**config.mk**
```make
export PLATFORM = sky130hd
export DESIGN_NAME = ot_transmitter_fifo
export DESIGN_NICKNAME = d
export VERILOG_FILES = /design/src/rtl/ot_transmitter_fifo.sv
export SDC_FILE = /design/constraint.sdc
export NUM_CORES = 1
export LEC_CHECK = 0
export CAP_MARGIN = 5
export CORE_AREA = 2 2 70 72
export DETAILED_ROUTE_END_ITERATION = 16
export DIE_AREA = 0 0 72 74
export GPL_TIMING_DRIVEN = 0
export HOLD_SLACK_MARGIN = 0.08
export PLACE_DENSITY = 0.84
export SETUP_SLACK_MARGIN = 0.3
export SYNTH_ARGS = -nofsm -noshare
export SYNTH_HDL_FRONTEND = slang
export SYNTH_SLANG_ARGS = --single-unit
```
**constraint.sdc**
```tcl
create_clock -name clk_50m -period 3 [get_ports clk_50m]
set_clock_uncertainty 0.2 [all_clocks]
set_input_delay 0.9 -clock clk_50m [delete_from_list [all_inputs] [get_ports clk_50m]]
set_output_delay 0.9 -clock clk_50m [all_outputs]
set_load 0.01 [all_outputs]
```
**src/rtl/ot_transmitter_fifo.sv**
```systemverilog
// UART transmitter fed by a small TX FIFO; parity and stop bits configurable.
// Ports: clk_50m/rstn, clken baud tick, data_in/wr_en write side,
// full/empty/level/overflow FIFO status, Tx serial line, Tx_busy.
module ot_transmitter_fifo #(
  parameter int DATA_BITS  = 8,
  parameter int PARITY_EN  = 0,
  parameter int PARITY_ODD = 0,
  parameter int STOP_BITS  = 1,
  parameter int FIFO_DEPTH = 4
) (
  input  logic                               clk_50m,
  input  logic                               rstn,
  input  logic                               clken,
  input  logic [DATA_BITS-1:0]               data_in,
  input  logic                               wr_en,
  output logic                               full,
  output logic                               empty,
  output logic [$clog2(FIFO_DEPTH+1)-1:0]    level,
  output logic                               overflow,
  output logic                               Tx,
  output logic                               Tx_busy
);

  localparam int LW = $clog2(FIFO_DEPTH+1);
  localparam int PW = $clog2(FIFO_DEPTH);
  localparam int BW = $clog2(DATA_BITS);

  localparam logic [LW-1:0] DEPTH     = LW'(FIFO_DEPTH);
  localparam logic [BW-1:0] LAST_BIT  = BW'(DATA_BITS-1);
  localparam logic          LAST_STOP = 1'(STOP_BITS-1);
  localparam logic          ODD       = 1'(PARITY_ODD);

  typedef enum logic [2:0] {
    S_IDLE,
    S_START,
    S_DATA,
    S_PARITY,
    S_STOP
  } state_t;

  logic [DATA_BITS-1:0] mem [FIFO_DEPTH];
  logic [PW-1:0]        wr_ptr;
  logic [PW-1:0]        rd_ptr;
  logic                 push;
  logic                 pop;

  state_t               state;
  state_t               state_d;
  logic [DATA_BITS-1:0] shreg;
  logic [DATA_BITS-1:0] shreg_d;
  logic [BW-1:0]        bit_pos;
  logic [BW-1:0]        bit_pos_d;
  logic                 stop_cnt;
  logic                 stop_cnt_d;
  logic                 tx_d;
  logic                 par_q;

  assign full    = (level == DEPTH);
  assign empty   = (level == '0);
  assign push    = wr_en & ~full;
  // Pop only from IDLE, so the word in the shift register is never touched
  // by FIFO traffic while a frame is on the line.
  assign pop     = (state == S_IDLE) & ~empty;
  assign Tx_busy = (state != S_IDLE);

  always_ff @(posedge clk_50m) begin
    if (push) begin
      mem[wr_ptr] <= data_in;
    end
  end

  always_ff @(posedge clk_50m) begin
    if (!rstn) begin
      wr_ptr   <= '0;
      rd_ptr   <= '0;
      level    <= '0;
      overflow <= 1'b0;
    end else begin
      if (push) begin
        wr_ptr <= wr_ptr + PW'(1);
      end
      if (pop) begin
        rd_ptr <= rd_ptr + PW'(1);
      end
      unique case ({push, pop})
        2'b10:   level <= level + LW'(1);
        2'b01:   level <= level - LW'(1);
        default: level <= level;
      endcase
      if (wr_en && full) begin
        overflow <= 1'b1;
      end
    end
  end

  always_ff @(posedge clk_50m) begin
    if (!rstn) begin
      state    <= S_IDLE;
      shreg    <= '0;
      bit_pos  <= '0;
      stop_cnt <= 1'b0;
      Tx       <= 1'b1;
      par_q    <= 1'b0;
    end else begin
      state    <= state_d;
      shreg    <= shreg_d;
      bit_pos  <= bit_pos_d;
      stop_cnt <= stop_cnt_d;
      Tx       <= tx_d;
      if (pop) begin
        par_q <= ^mem[rd_ptr] ^ ODD;
      end
    end
  end

  always_comb begin
    state_d    = state;
    shreg_d    = shreg;
    bit_pos_d  = bit_pos;
    stop_cnt_d = stop_cnt;
    tx_d       = Tx;
    unique case (state)
      S_IDLE: begin
        if (pop) begin
          shreg_d = mem[rd_ptr];
          state_d = S_START;
        end
      end
      S_START: begin
        if (clken) begin
          tx_d      = 1'b0;
          bit_pos_d = '0;
          state_d   = S_DATA;
        end
      end
      S_DATA: begin
        if (clken) begin
          // LSB first: shifting right keeps the next bit at index 0.
          tx_d    = shreg[0];
          shreg_d = shreg >> 1;
          if (bit_pos == LAST_BIT) begin
            state_d = (PARITY_EN != 0) ? S_PARITY : S_STOP;
          end else begin
            bit_pos_d = bit_pos + BW'(1);
          end
        end
      end
      S_PARITY: begin
        if (clken) begin
          tx_d    = par_q;
          state_d = S_STOP;
        end
      end
      S_STOP: begin
        if (clken) begin
          tx_d = 1'b1;
          if (stop_cnt == LAST_STOP) begin
            stop_cnt_d = 1'b0;
            state_d    = S_IDLE;
          end else begin
            stop_cnt_d = 1'b1;
          end
        end
      end
      default: begin
        tx_d    = 1'b1;
        state_d = S_IDLE;
      end
    endcase
  end

endmodule

```
After elaboration in Yosys (flattened, before gate mapping)
Memory sizes are Yosys's and may differ from the RTL's. A register that Yosys moved wholly into a read port is not among the register bits.
Index checks and enable logic that the tools add are counted.
{"block": "word_totals", "out_inout_bits": 8, "regBits": 25, "ram_bits": 32, "word_cells": 76, "n_memories": 1, "in_bits": 12}
{"block": "classes", "n_bitwise": 5, "n_eq_ne": 16, "n_reduce_logical": 13, "add_sub_neg": 5, "n_mux": 26}
{"name": "mem", "words": 4, "word_bits": 8, "rd": 1, "rd_ports_with_merged_regs": 1, "write_ports": 1, "line_no": "41", "text": "logic [DATA_BITS-1:0] mem [FIFO_DEPTH];"}
{"op": "$mux 3", "count": 10}
{"op": "$mux 8", "count": 2}
{"op": "$ne 2x2->1 const B", "count": 8}
{"op": "$pmux 8 s2", "count": 1}
{"op": "$pmux 3 s5", "count": 1}
{"op": "$pmux 3 s2", "count": 2}
{"op": "$eq 3x3->1 const B", "count": 3}
{"op": "$reduce_xor 8->1", "count": 1}
{"op": "$mux 1", "count": 7}
{"op": "$reduce_and 7->1", "count": 1}
{"op": "$add 3x1->3 const B", "count": 2}
{"op": "$eq 3x2->1 const B", "count": 2}
{"op": "$logic_not 3->1", "count": 2}
{"op": "$reduce_bool 2->1", "count": 3}
{"op": "$pmux 1 s5", "count": 1}
{"op": "$reduce_and 5->1", "count": 1}
{"op": "$add 2x1->2 const B", "count": 2}
{"op": "$mux 2", "count": 2}
{"op": "$reduce_and 4->1", "count": 1}
{"op": "$eq 3x1->1 const B", "count": 1}
{"op": "$not 1->1", "count": 3}
{"op": "$reduce_and 3->1", "count": 1}
{"op": "$reduce_bool 3->1", "count": 1}
{"op": "$sub 3x1->3 const B", "count": 1}
{"op": "other kinds (5)", "count": 6}

Logic depth before layout (Yosys ltp)
{"block": "depth", "depth_word": 5, "mapped_depth": 10, "mapped_depth_nobuf": 10}

Least setup slack after synthesis
No wires, ideal clock.
{"block": "synth_timing", "path_type": "reg2reg", "startpoint": "reg state[0]", "endpoint": "reg level[2]", "synth_period_minus_slack_ns": 2.569, "setup_ns": 0.076, "setup_slack_ns": 0.431, "stages_incl_launch_ff": 10, "arrival_ns": 2.293, "required_ns": 2.724, "n_path_buf": 1, "cell_sequence": "dfxtp_1 clkbuf_2 or3_1 nor2_2 ha_1 inv_1 fa_1 xor2_1 or3_1 a21boi_0"}
{"block": "synth_via", "elab_chain_len": 4, "elab_cells_between_ends": 6, "cone_classes": "eq/ne: 2; mux: 1; bitwise: 1; reduce/logical: 2"}
{"element": "from (decl)", "line_no": "47", "text": "state_t state;"}
{"element": "from (signal assigned)", "line_no": "105", "text": "state <= state_d;"}
{"element": "$logic_not 3->1 *", "line_no": "63", "text": "assign pop = (state == S_IDLE) & ~empty;"}
{"element": "$and 1x1->1 *", "line_no": "63"}
{"element": "named net pop", "line_no": "45", "text": "logic pop;"}
{"element": "$eq 2x1->1 / $eq 2x2->1 (equally long branches)", "line_no": "85", "text": "unique case ({push, pop})"}
{"element": "$pmux 3 s2 / $reduce_bool 2->1 (equally long branches)"}
{"element": "to (signal assigned)", "line_no": "86", "text": "2'b10: level <= level + LW'(1);"}
{"element": "to (signal assigned)", "line_no": "87", "text": "2'b01: level <= level - LW'(1);"}
{"element": "to (signal assigned)", "line_no": "88", "text": "default: level <= level;"}
{"element": "to (decl)", "line_no": "18", "text": "output logic [$clog2(FIFO_DEPTH+1)-1:0] level,"}
The timed path passes the listed nets; every way through them passes the cells marked *.
A chain may end at the register's enable or synchronous reset.

Worst setup path in the final report
{"block": "layout_timing", "startpoint": "reg state[0]", "endpoint": "out Tx_busy"}
{"block": "layout_via", "elab_chain_len": 1}
{"element": "$reduce_bool 3->1", "line_no": "64", "text": "assign Tx_busy = (state != S_IDLE);"}
{"element": "to (decl)", "line_no": "21", "text": "output logic Tx_busy"}
No other way between the ends.

==> results.cfg <==
[place]
dp.cells = 263
gp_congestion = 0.7374
io_buffers = 19
dp_slack_ns = -0.1621
dp_hpwl_mm = 2.799
placed_area_mm2 = 0.002771

[worst_setup_path]
critPathLaunchType = flip-flop
cp.arrival_ns = 1.55
critPathMaxStageDelay_ns = 0.45
path_max_fanout = 9
worstPathRequired_ns = 1.90
worstSetupPathType = reg2out
end_kind = primary output
crit_chain = clkbuf_2 -> or3_4 -> dlygate4sd2_1
cp_slowest_cell = or3_4

[synthesis]
synth-compound-area-share_pct = 9.009
synth_edf_count = 32
yosys.cell_types.count = 37
synthArstFlopShare_pct = 0
syn_area_per_cell_um2 = 13.23
synth_top_family_by_area = simple AND/OR/NAND/NOR gates
syn_nets = 210
ys_warn_count = 0
synthMuxAreaShare_pct = 9.955
yosysSeqAreaShare_pct = 58.93
synth_area_mm2 = 0.002514
synth_simple_gate_area_share_pct = 10.65
syn_inst = 190
synth-xor-area-share_pct = 4.181
synthAdderAreaFrac_pct = 4.281
synthFlopType = edfxtp_1
synth_seq_cells = 58

[power]
vdd_drop_max_mv = 0.6381
p_leak_nw = 1.160
p_per_area_mw_per_mm2 = 991.7

[layout]
seqCellArea_mm2 = 0.001484
finalInstanceArea_mm2 = 0.003015
area_growth_pct = 19.96
post-route-util_pct = 65.58
fillers = 314
layout-drive-gt1-share_pct = 17.47
finalNetCount = 244
diodes = 0
multi_input_area_um2 = 983.4
stdcell_count = 283

[global_routing]
grt_usage_pct = 17.88
antenna_found_initial = 0
grt_pass1_wl_mm = 6.810
grt_pass1_vias = 1493
grt_max_degree = 11
overflow = 0

[timing]
slew_headroom_pct = 61.76
final-max-slew-violation-count = 0
worstMarginPinSlew_ns = 0.5723
rsz0062_at_grt = yes
fin_crit_ns = 2.651
fin_crit_sh_pct = 88.37
hold_slack_ns = 0.2773
hold_violations = 0
max_freq_mhz = 377.2
setup_violations = 0
timing.final.ws_setup_ns = 0.3490

[clock_network]
cts-hold-fix-buffers = 0
clk_transition_reported_paths_ns = 0.06
cts_htree_levels = 3
cts_tree = yes
cts_made_buffers = 9
numClockSinks = 58
clk_latency_ns = 0.34
cts-root-buf = clkbuf_8
clock_path_buffers = 2

[floorplanning]
ios = 20
dieHeight_um = 74
coreArea_mm2 = 0.004598
rows = 25
die_area_mm2 = 0.005328
die_width_um = 72
initial_core_util_pct = 54.67

[route]
ant_nets = 0
dr_total_vias = 1529
drt_wl_total_mm = 4.180
drc = 0
post_drt_wl_per_cell_um = 14.77
routed_via_density = 5.403
drtPass1Iterations = 4
drt_iter0_drc = 104

[min_path]
hp-class = reg2reg

[status]
status = completed

[job]
cap_viol_max_count = 0
-- routing by layer --
metal / track usage [%] / part of all wire (%) / vias to the layer above
li1: - / - / 765
met1: 20.91 / 43 / 727
met2: 28.70 / 51 / 30
met3: 6.911 / 4.4 / 7
met4: 9.853 / 2.1 / 0
met5: 0 / 0 / -
-- final cells by class --
cell class | instances | area share (%)
buffer | 7 | 1.369
timing repair buffer | 23 | 7.303
tap | 54 | 2.241
inverter | 9 | 1.120
multi-input combinational | 116 | 32.61
clock inverter | 6 | 1.909
sequential | 58 | 49.21
clock buffer | 10 | 4.232
-- final timing paths --
path	startpoint	to	slack [ns]	depth (start not counted)
setup / recovery	state[0]	Tx_busy	0.35	3
setup reg to reg	state[0]	level[2]	0.42	9
hold reg to reg	bit_pos[2]	bit_pos[2]	0.28	2
hold / removal	bit_pos[2]	bit_pos[2]	0.28	2
-- power breakdown --
group,switching [mW],internal (mW)
Clock,0.298,0.376
Combinational,0.581,0.632
Sequential,0.0952,1.01
Total,0.973,2.02
-- worst max-delay path, delay by kind of cell, from the launching register on --
kind | cells | cell delay, ns
AND/OR/NAND/NOR | 1 | 0.45
flip-flops | 1 | 0.30
buffers and inverters | 2 | 0.47
-- per-stage QoR --
| stage | setup TNS (ns) | power [mW] |
|---|---|---|
| global placement | -0.1520 | 2.206 |
| detailed placement | -0.1621 | 2.233 |
| finish | 0 | 2.990 |
| CTS | 0 | 2.929 |
| global route | 0 | 3.175 |
| floorplan | 0 | 1.953 |
-- layout by cell type (no fill, tap or decap), drive strengths merged, types with 7 or more instances in the layout --
| master | netlist | final |
|---|---|---|
| edfxtp | 32 | 32 |
| dfxtp | 26 | 26 |
| clkdlybuf4s50 | 0 | 16 |
| nand2 | 16 | 16 |
| clkbuf | 4 | 14 |
| inv | 9 | 9 |
| xnor2 | 9 | 9 |
| nor2 | 9 | 9 |
| mux4 | 8 | 8 |
| and2 | 7 | 7 |
| mux2i | 7 | 7 |
| o211a | 7 | 7 |
| ha | 7 | 7 |
| o21ai | 7 | 7 |
| buf | 3 | 7 |
-- cell usage after synthesis, types with 3 or more instances --
master / n / area share (%)
nor2_1: 8 / 1.2
a21oi_1: 5 / 1.0
ha_1: 7 / 3.5
and3_1: 4 / 1.0
edfxtp_1: 32 / 38
mux2i_1: 7 / 2.8
dfxtp_1: 26 / 21
xnor2_1: 9 / 3.1
nand2_1: 16 / 2.4
xor2_1: 3 / 1.0
inv_1: 9 / 1.3
and2_1: 7 / 1.7
o211a_1: 7 / 2.8
mux4_2: 8 / 7.2
nor2b_1: 5 / 1.2
nor3b_1: 3 / 0.90
a21boi_0: 4 / 1.2
o21ai_0: 6 / 1.2
-- cells by family (layout without fill, tap and decap cells) --
group	after synthesis	count (layout)
AO/OA/AOI/OAI	29	29
XOR/XNOR	12	12
adder cells (fa/ha/maj)	8	8
buffers and inverters	16	55
flip-flops	58	58
multiplexers	15	15
AND/OR/NAND/NOR	52	52
-- registers in the layout (all words and copies together) (netlist names), named ones only --
name / flops
level: 3
shreg: 8
wr_ptr: 2
rd_ptr: 2
bit_pos: 3
par_q: 1
state: 3
Tx: 1
mem: 32
overflow: 1
-- timing repair --
| action | 4_1_cts | 5_1_grt |
|---|---|---|
| endpoints found under the setup margin | 3 | 3 |
| setup buffers | 0 | 4 |
| cloned | 0 | 0 |
| resized for setup | 5 | 6 |
| pin swaps | 0 | 2 |
Note: power is estimated with default switching activity, not from simulation.
